--- src/rtl/max_score_tracker.sv ---
// max_score_tracker: tracks the best cell score of a wavefront matrix fill
// and its (row, col), then hands the result over with busy/done.
module max_score_tracker #(
  parameter int NUM_PU      = 16,
  parameter int NUM_ROWS_PE = 2,
  parameter int NUM_COLS_PE = 2,
  parameter int SCORE_WIDTH = 8,
  parameter int SEQ_LENGTH  = 32,
  localparam int CW  = $clog2(SEQ_LENGTH),
  localparam int SIW = NUM_PU * NUM_ROWS_PE
                     * NUM_COLS_PE * SCORE_WIDTH
) (
  input  logic                   clk,
  input  logic                   rst_n,
  input  logic                   start,
  input  logic                   score_valid,
  input  logic                   score_last,
  input  logic [CW-1:0]          wave,
  input  logic [SIW-1:0]         scores_in,
  output logic                   busy,
  output logic                   done,
  output logic [SCORE_WIDTH-1:0] max_score,
  output logic [CW-1:0]          max_row,
  output logic [CW-1:0]          max_col
);

  localparam int XW = CW + 1;

  typedef logic [NUM_PU-1:0][NUM_ROWS_PE-1:0]
                [NUM_COLS_PE-1:0][SCORE_WIDTH-1:0] sc_arr_t;

  typedef enum logic [1:0] {
    IDLE, ACCUM, DRAIN, DONE
  } state_t;

  state_t state_q, state_d;
  logic [1:0] cnt_q, cnt_d;

  logic          p0_vld_q, p0_vld_d;
  logic [CW-1:0] p0_wave_q;
  sc_arr_t       p0_sc_q;
  logic [XW-1:0] w6;

  logic          pu_on [NUM_PU];
  logic [XW-1:0] pu_rb [NUM_PU];
  logic [XW-1:0] pu_cb [NUM_PU];

  logic                   s1_vld_q, s1_vld_d;
  logic [SCORE_WIDTH-1:0] s1_sc_q  [NUM_PU];
  logic [SCORE_WIDTH-1:0] s1_sc_d  [NUM_PU];
  logic [CW-1:0]          s1_row_q [NUM_PU];
  logic [CW-1:0]          s1_row_d [NUM_PU];
  logic [CW-1:0]          s1_col_q [NUM_PU];
  logic [CW-1:0]          s1_col_d [NUM_PU];

  logic [SCORE_WIDTH-1:0] t_sc  [NUM_PU];
  logic [CW-1:0]          t_row [NUM_PU];
  logic [CW-1:0]          t_col [NUM_PU];

  logic                   s2_vld_q, s2_vld_d;
  logic [SCORE_WIDTH-1:0] s2_sc_q, s2_sc_d;
  logic [CW-1:0]          s2_row_q, s2_row_d;
  logic [CW-1:0]          s2_col_q, s2_col_d;

  logic [SCORE_WIDTH-1:0] max_score_q, max_score_d;
  logic [CW-1:0]          max_row_q, max_row_d;
  logic [CW-1:0]          max_col_q, max_col_d;

  assign busy      = (state_q != IDLE);
  assign done      = (state_q == DONE);
  assign max_score = max_score_q;
  assign max_row   = max_row_q;
  assign max_col   = max_col_q;
  assign w6        = XW'(p0_wave_q);

  // FSM next state; start restarts from any state
  always_comb begin
    state_d = state_q;
    cnt_d   = cnt_q;
    if (start) begin
      state_d = ACCUM;
      cnt_d   = '0;
    end else begin
      unique case (state_q)
        IDLE: ;
        ACCUM: begin
          if (score_valid && score_last) begin
            state_d = DRAIN;
            cnt_d   = '0;
          end
        end
        DRAIN: begin
          cnt_d = cnt_q + 2'd1;
          if (cnt_q == 2'd3) state_d = DONE;
        end
        DONE: state_d = IDLE;
        default: state_d = IDLE;
      endcase
    end
  end

  // stage valids: accept only in ACCUM, drop wave 0, flush on start
  always_comb begin
    p0_vld_d = (state_q == ACCUM) && score_valid
             && (wave != '0) && !start;
    s1_vld_d = p0_vld_q && !start;
    s2_vld_d = s1_vld_q && !start;
  end

  // S1: PU placement on the anti-diagonal and best of its PEs
  always_comb begin
    for (int i = 0; i < NUM_PU; i++) begin
      if (w6 <= XW'(NUM_PU)) begin
        pu_on[i] = XW'(i) < w6;
        pu_rb[i] = XW'(i);
        pu_cb[i] = w6 - XW'(i + 1);
      end else begin
        pu_on[i] = (XW'(i) + w6) < XW'(2 * NUM_PU);
        pu_rb[i] = XW'(i) + w6 - XW'(NUM_PU);
        pu_cb[i] = XW'(NUM_PU - 1 - i);
      end
      s1_sc_d[i]  = '0;
      s1_row_d[i] = '0;
      s1_col_d[i] = '0;
      if (pu_on[i]) begin
        s1_sc_d[i]  = p0_sc_q[i][0][0];
        s1_row_d[i] = CW'(pu_rb[i] * XW'(NUM_ROWS_PE));
        s1_col_d[i] = CW'(pu_cb[i] * XW'(NUM_COLS_PE));
        for (int j = 0; j < NUM_ROWS_PE; j++) begin
          for (int k = 0; k < NUM_COLS_PE; k++) begin
            if (p0_sc_q[i][j][k] > s1_sc_d[i]) begin
              s1_sc_d[i]  = p0_sc_q[i][j][k];
              s1_row_d[i] = CW'(pu_rb[i] * XW'(NUM_ROWS_PE)
                               + XW'(j));
              s1_col_d[i] = CW'(pu_cb[i] * XW'(NUM_COLS_PE)
                               + XW'(k));
            end
          end
        end
      end
    end
  end

  // S2: pairwise tree, left (lower PU) kept on ties
  always_comb begin
    for (int i = 0; i < NUM_PU; i++) begin
      t_sc[i]  = s1_sc_q[i];
      t_row[i] = s1_row_q[i];
      t_col[i] = s1_col_q[i];
    end
    for (int s = 1; s < NUM_PU; s = s * 2) begin
      for (int i = 0; i + s < NUM_PU; i = i + 2 * s) begin
        if (t_sc[i + s] > t_sc[i]) begin
          t_sc[i]  = t_sc[i + s];
          t_row[i] = t_row[i + s];
          t_col[i] = t_col[i + s];
        end
      end
    end
    s2_sc_d  = t_sc[0];
    s2_row_d = t_row[0];
    s2_col_d = t_col[0];
  end

  // S3: strict-greater running max so earlier waves keep ties
  always_comb begin
    max_score_d = max_score_q;
    max_row_d   = max_row_q;
    max_col_d   = max_col_q;
    if (start) begin
      max_score_d = '0;
      max_row_d   = '0;
      max_col_d   = '0;
    end else if (s2_vld_q && (s2_sc_q > max_score_q)) begin
      max_score_d = s2_sc_q;
      max_row_d   = s2_row_q;
      max_col_d   = s2_col_q;
    end
  end

  // state, pipeline and result registers
  always_ff @(posedge clk or negedge rst_n) begin
    if (!rst_n) begin
      state_q     <= IDLE;
      cnt_q       <= '0;
      p0_vld_q    <= 1'b0;
      p0_wave_q   <= '0;
      p0_sc_q     <= '0;
      s1_vld_q    <= 1'b0;
      for (int i = 0; i < NUM_PU; i++) begin
        s1_sc_q[i]  <= '0;
        s1_row_q[i] <= '0;
        s1_col_q[i] <= '0;
      end
      s2_vld_q    <= 1'b0;
      s2_sc_q     <= '0;
      s2_row_q    <= '0;
      s2_col_q    <= '0;
      max_score_q <= '0;
      max_row_q   <= '0;
      max_col_q   <= '0;
    end else begin
      state_q     <= state_d;
      cnt_q       <= cnt_d;
      p0_vld_q    <= p0_vld_d;
      p0_wave_q   <= wave;
      p0_sc_q     <= sc_arr_t'(scores_in);
      s1_vld_q    <= s1_vld_d;
      s1_sc_q     <= s1_sc_d;
      s1_row_q    <= s1_row_d;
      s1_col_q    <= s1_col_d;
      s2_vld_q    <= s2_vld_d;
      s2_sc_q     <= s2_sc_d;
      s2_row_q    <= s2_row_d;
      s2_col_q    <= s2_col_d;
      max_score_q <= max_score_d;
      max_row_q   <= max_row_d;
      max_col_q   <= max_col_d;
    end
  end

endmodule

--- config.mk ---
export PLATFORM = sky130hd
export DESIGN_NAME = max_score_tracker
export DESIGN_NICKNAME = d
export VERILOG_FILES = /design/src/rtl/max_score_tracker.sv
export SDC_FILE = /design/constraint.sdc
export NUM_CORES = 2
export LEC_CHECK = 0
export ABC_CLOCK_PERIOD_IN_PS = 8400
export CAP_MARGIN = 40
export CORE_MARGIN = 2
export CORE_UTILIZATION = 50
export DETAILED_ROUTE_END_ITERATION = 8
export PLACE_DENSITY = 0.77
export SLEW_MARGIN = 20
export SYNTH_ARGS = -nofsm -noshare
export SYNTH_HDL_FRONTEND = slang
export SYNTH_SLANG_ARGS = --single-unit
--- constraint.sdc ---
create_clock -name clk -period 8.4 [get_ports clk]
set_input_delay 1.68 -clock clk [delete_from_list [all_inputs] [get_ports clk]]
set_output_delay 1.68 -clock clk [all_outputs]
set_load 0.05 [all_outputs]
### Yosys cells after proc, flatten, opt, wreduce, memory -nomap -nowiden

Index checks and enable logic that the tools add are counted.

* order comparisons: 97
* add/sub/neg operators: 79
* reduce and logical (&&, ||, !) cells: 15
* muxes and demuxes: 330
* eq/ne operators: 6

Operators with widths (number)
* $mux W8: 129
* $mux W5: 146
* $gt A8 B8 Y1: 64
* $add A5 B1 Y5 const B: 32
* $mux W4: 32
* $lt A6 B6 Y1 const B: 15
* $sub A4 B1 Y4 const B: 17
* $add A4 B5 Y6 const A: 8
* $lt A4 B5 Y1 const A: 8
* $sub A4 B4 Y4 const B: 8
* $add A3 B5 Y6 const A: 4
* $lt A3 B5 Y1 const A: 4
* $mux W1: 16
* $sub A4 B3 Y4 const B: 4
* $add A2 B5 Y6 const A: 2
* $lt A1 B5 Y1 const A: 2
* $lt A2 B5 Y1 const A: 2
* $mux W2: 5
* $sub A4 B2 Y4 const B: 2
* $logic_and A1 B1 Y1: 7
* $add A1 B5 Y6 const A: 1
* $eq A2 B2 Y1 const B: 3
* $lt A5 B6 Y1 const B: 1
* $ne A3 B3 Y1 const B: 2
* 12 further kinds: 13

* register bits: 848
* output and inout bits: 20
* input port bits: 522

### Depth between registers and ports, before layout

* depth in word-level cells: 13
* depth in mapped cells: 38
* gate-level depth less buffers: 34

### Worst setup path before layout

Ideal clock, no wire load.

* path kind: register to register
* from: register s1_sc_q[33] (netlist name)
* to: register s2_row_q[1]
* path buffers: 4
* stages on the path, launching flop included: 38
* required time: 8.319 ns
* clock period less this slack: 7.081 ns
* arrival time: 7.000 ns
* setup slack: 1.319 ns
* path through: dfrtp_1 ha_1 nor2b_1 o211ai_2 a21oi_1 o31ai_1 buf_2 mux2i_1 inv_1 ha_1 nand2_1 nor2_1 inv_1 a2111oi_2 a221o_1 a32o_1 buf_4 mux2i_1 [... 2 more ...] a21o_1 a21o_1 a211oi_1 nor2_1 a221oi_4 nand2_4 mux2i_1 inv_1 ha_1 nor2b_1 o21ai_0 nand2b_1 a21oi_1 o21ai_0 o21a_1 buf_1 clkbuf_1 mux2i_1

* cells in the longest elaborated chain, start to end: 8

RTL lines
* from (decl): RTL line 49 `logic [SCORE_WIDTH-1:0] s1_sc_q [NUM_PU];`
* from (signal assigned): RTL line 209 `s1_sc_q <= s1_sc_d;`
* $gt A8 B8 Y1: RTL line 153 `if (t_sc[i + s] > t_sc[i]) begin`
* $mux W8: RTL line 153
* $gt A8 B8 Y1: RTL line 153
* $mux W8: RTL line 153
* $gt A8 B8 Y1: RTL line 153
* $mux W8: RTL line 153
* $gt A8 B8 Y1: RTL line 153
* $mux W5 *: RTL line 153
* named net s2_row_d[1]: RTL line 62 `logic [CW-1:0] s2_row_q, s2_row_d;`
* to (signal assigned): RTL line 214 `s2_row_q <= s2_row_d;`
* to (decl): RTL line 62

The timed path passes the listed nets; every way through them passes the cells marked *.
A chain may end at the register's enable or synchronous reset.

### Worst setup path in the final report

* from: register s1_sc_q[33] (netlist name)
* to: register s2_row_q[3]

The elaborated chain is that of the path after synthesis.

==> results.yml <==
final_layout:
  layout.area.seq_um2: 21200
  fin_nets: 5607
  fill_cells: 6782
  multi_input_area_um2: 20100
  area_growth_pct: 24.9
  drive_gt1_share_pct: 7.21
grt:
  antenna_found_initial: 21
  grt_pass1_vias: 32200
  grt_max_degree: 173
  grt.overflow.total: 0
  grt_usage_pct: 25.1
  grt_pass1_wl_um: 175000
pwr:
  power.density_nw_per_um2: 311
  p_leak_nw: 27.2
  ir_drop_v: 0.000534
  finalPower_mw: 16.8
sta:
  period_share_pct: 90.6
  finalSetupViolations: 0
  max_clock_freq_ghz: 0.131
  setup_slack_ps: 793
  period_minus_slack_ps: 7610
  finalHoldViolCount: 0
  skew_ps: 29.5
  worst_slew_pin_slew_ps: 964
  maxSlewHeadroom_pct: 35.8
  tns_ps: 0
  rsz0062_at_grt: "false"
  slew_violations: 0
floorplan:
  start_util_pct: 50.5
  die_h_um: 298
  dieArea_um2: 88700
  die_w_um: 298
  num_io_pins: 542
  core_um2: 85400
  row_count: 107
route:
  viasPerCell: 5.33
  remaining_drc_errors: 0
  drt_first_iter_violations: 1887
  totalWireLength_um: 111000
  routedWlPerCell_um: 19.2
  via_count: 30900
  ant_nets: 0
  first_pass_iters: 6
synth:
  synth_edf_count: 0
  synth_cell_types: 78
  synth_common_cells: "848 x dfrtp_1, 516 x ha_1, 450 x mux2i_1"
  synth_flop_cell: "dfrtp_1"
  synth_most_common_cell: "dfrtp_1"
  synth_area_leader_cell: "dfrtp_1"
  syn_area_um2: 43200
  avgSynthCellArea_um2: 10.9
  synth_seq_area_share_pct: 49.2
  synth_warnings: 0
  yosys-top-cells-area: "dfrtp_1 49%, ha_1 15%, mux2i_1 10%"
  synth_seq_cells: 848
  ys_async_sr_fraction_pct: 100
  netlist.area_leader.share_pct: 49.2
  synthCells: 3942
cts:
  cts_buffer_depth: 3
  cts_hold_buf: 0
  root_buffer: "clkbuf_16"
  cts_tree: "yes"
  cts-buffers-inserted: 93
  path_clk_slew_ps: 60
  cts-htree-levels: 3
  cts.sinks: 848
  clk_latency_ps: 660
worst_setup_path:
  crit_arrival_ps: 8130
  path_class: "flop to flop"
  startpoint_type: "flop"
  r2r-end: "s2_row_q[3]"
  ff2ff_setup_slack_ps: 790
  startpoint: "s1_sc_q[33]"
  critPathSlowestCell: "nor4_1"
  rr_startpoint: "s1_sc_q[33]"
  r2r_cells: 33
  end_kind: "flop"
  cp.required_ps: 8920
  max_stage_delay_ps: 480
  path_max_fanout: 18
placement:
  io_buffers: 541
  pre_cts_slack_ps: 552
  finalWeightedCongestion: 0.914
  hpwl_um: 87200
min_path:
  min_to: "s2_vld_q"
  worstHoldStart: "s1_vld_q"
  hold_path_depth: 1
  hp-class: "flop to flop"
status:
  status: "completed"
run:
  drv_cap: 0
==> report_power, final <==
part	internal (mW)	leakage (nW)	switching, mW
sequential	4.52	10.3	0.267
clock	2.78	1.66	1.70
combinational	3.31	15.3	4.20
==> registers in the layout (all words and copies together), names as in the netlist <==
name	flops
cnt_q	2
max_col	5
max_row	5
max_score	8
p0_sc_q	512
p0_vld_q	1
p0_wave_q	5
s1_col_q	80
s1_row_q	80
s1_sc_q	128
s1_vld_q	1
s2_col_q	5
s2_row_q	5
s2_sc_q	8
s2_vld_q	1
state_q	2
==> layer usage <==
layer / global-route usage (%) / routed length (um) / up-vias
met1: 31.6 / 46000 / 15100
met4: 8.55 / 3640 / 14
met5: 0 / 95 / -
li1: - / - / 14900
met3: 4.65 / 5950 / 193
met2: 43.6 / 55700 / 773
==> area by class of cell <==
type	instances	share of cell area [%]
Antenna cell	16	0.0743
Clock buffer	134	5.03
Clock inverter	38	1.30
Inverter	399	2.78
Multi-Input combinational cell	2601	37.3
Sequential cell	848	39.4
Tap cell	1144	2.66
Timing Repair Buffer	626	11.4
==> worst max-delay path, delay by kind of cell (launching register included) <==
| family | cells | cell delay (ps) |
|---|---|---|
| AO/OA/AOI/OAI | 12 | 2550 |
| AND/OR/NAND/NOR | 6 | 1270 |
| adder cells (fa/ha/maj) | 4 | 1230 |
| multiplexers | 4 | 1040 |
| buffers and inverters | 7 | 1020 |
| flip-flops | 1 | 400 |
==> what timing repair did <==
| action | in CTS | in global routing |
|---|---|---|
| buffers inserted | 0 | 3 |
| setup endpoints to repair | 0 | 18 |
| resized for setup | 0 | 1 |
==> cells by family after synthesis <==
group,after synthesis,synth area share (%)
mux,504,11.9
buf+inv,495,4.44
compound gates,729,10.3
fa+ha+maj,517,15.0
simple gates,835,9.02
xor+xnor,13,0.264
flops,848,49.2
other cells,1,0.00869
==> metrics by stage <==
step / cells / instance area, um^2 / hold WS, ps / utilization, %
detailed placement: 5615 / 50400 / 459 / 59.0
floorplan: 3944 / 43200 / 439 / -
global placement: 5574 / 50100 / 449 / 58.6
finish: 5806 / 53900 / 465 / 63.1
global route: 5802 / 53900 / 493 / 63.1
CTS: 5787 / 53800 / 478 / 63.0
==> placed cells by master (no fill, tap or decap), drive strengths merged, types with 7 or more instances in the layout <==
cell,count
a211oi,11
a21o,87
a21oi,290
a31oi,10
and2,11
and3,42
buf,86
bufinv,17
clkbuf,134
clkdlybuf4s50,540
clkinv,17
dfrtp,848
diode,16
ha,516
inv,399
mux2,53
mux2i,451
nand2,120
nand2b,73
nand3,86
nand4,38
nor2,375
nor2b,65
nor3,12
o211ai,12
o21a,84
o21ai,193
or2,7
xnor2,8
==> worst max path at each step <==
stage / to / slack [ps] / cells past startpoint
floorplan: s2_row_q[1] / 1320 / 37
global placement: s2_row_q[3] / 480 / 33
detailed placement: s2_row_q[3] / 550 / 33
CTS: s2_row_q[3] / 500 / 33
global route: s2_row_q[3] / 40 / 36
finish: s2_row_q[3] / 790 / 33
Note: power is estimated with default switching activity, not from simulation.
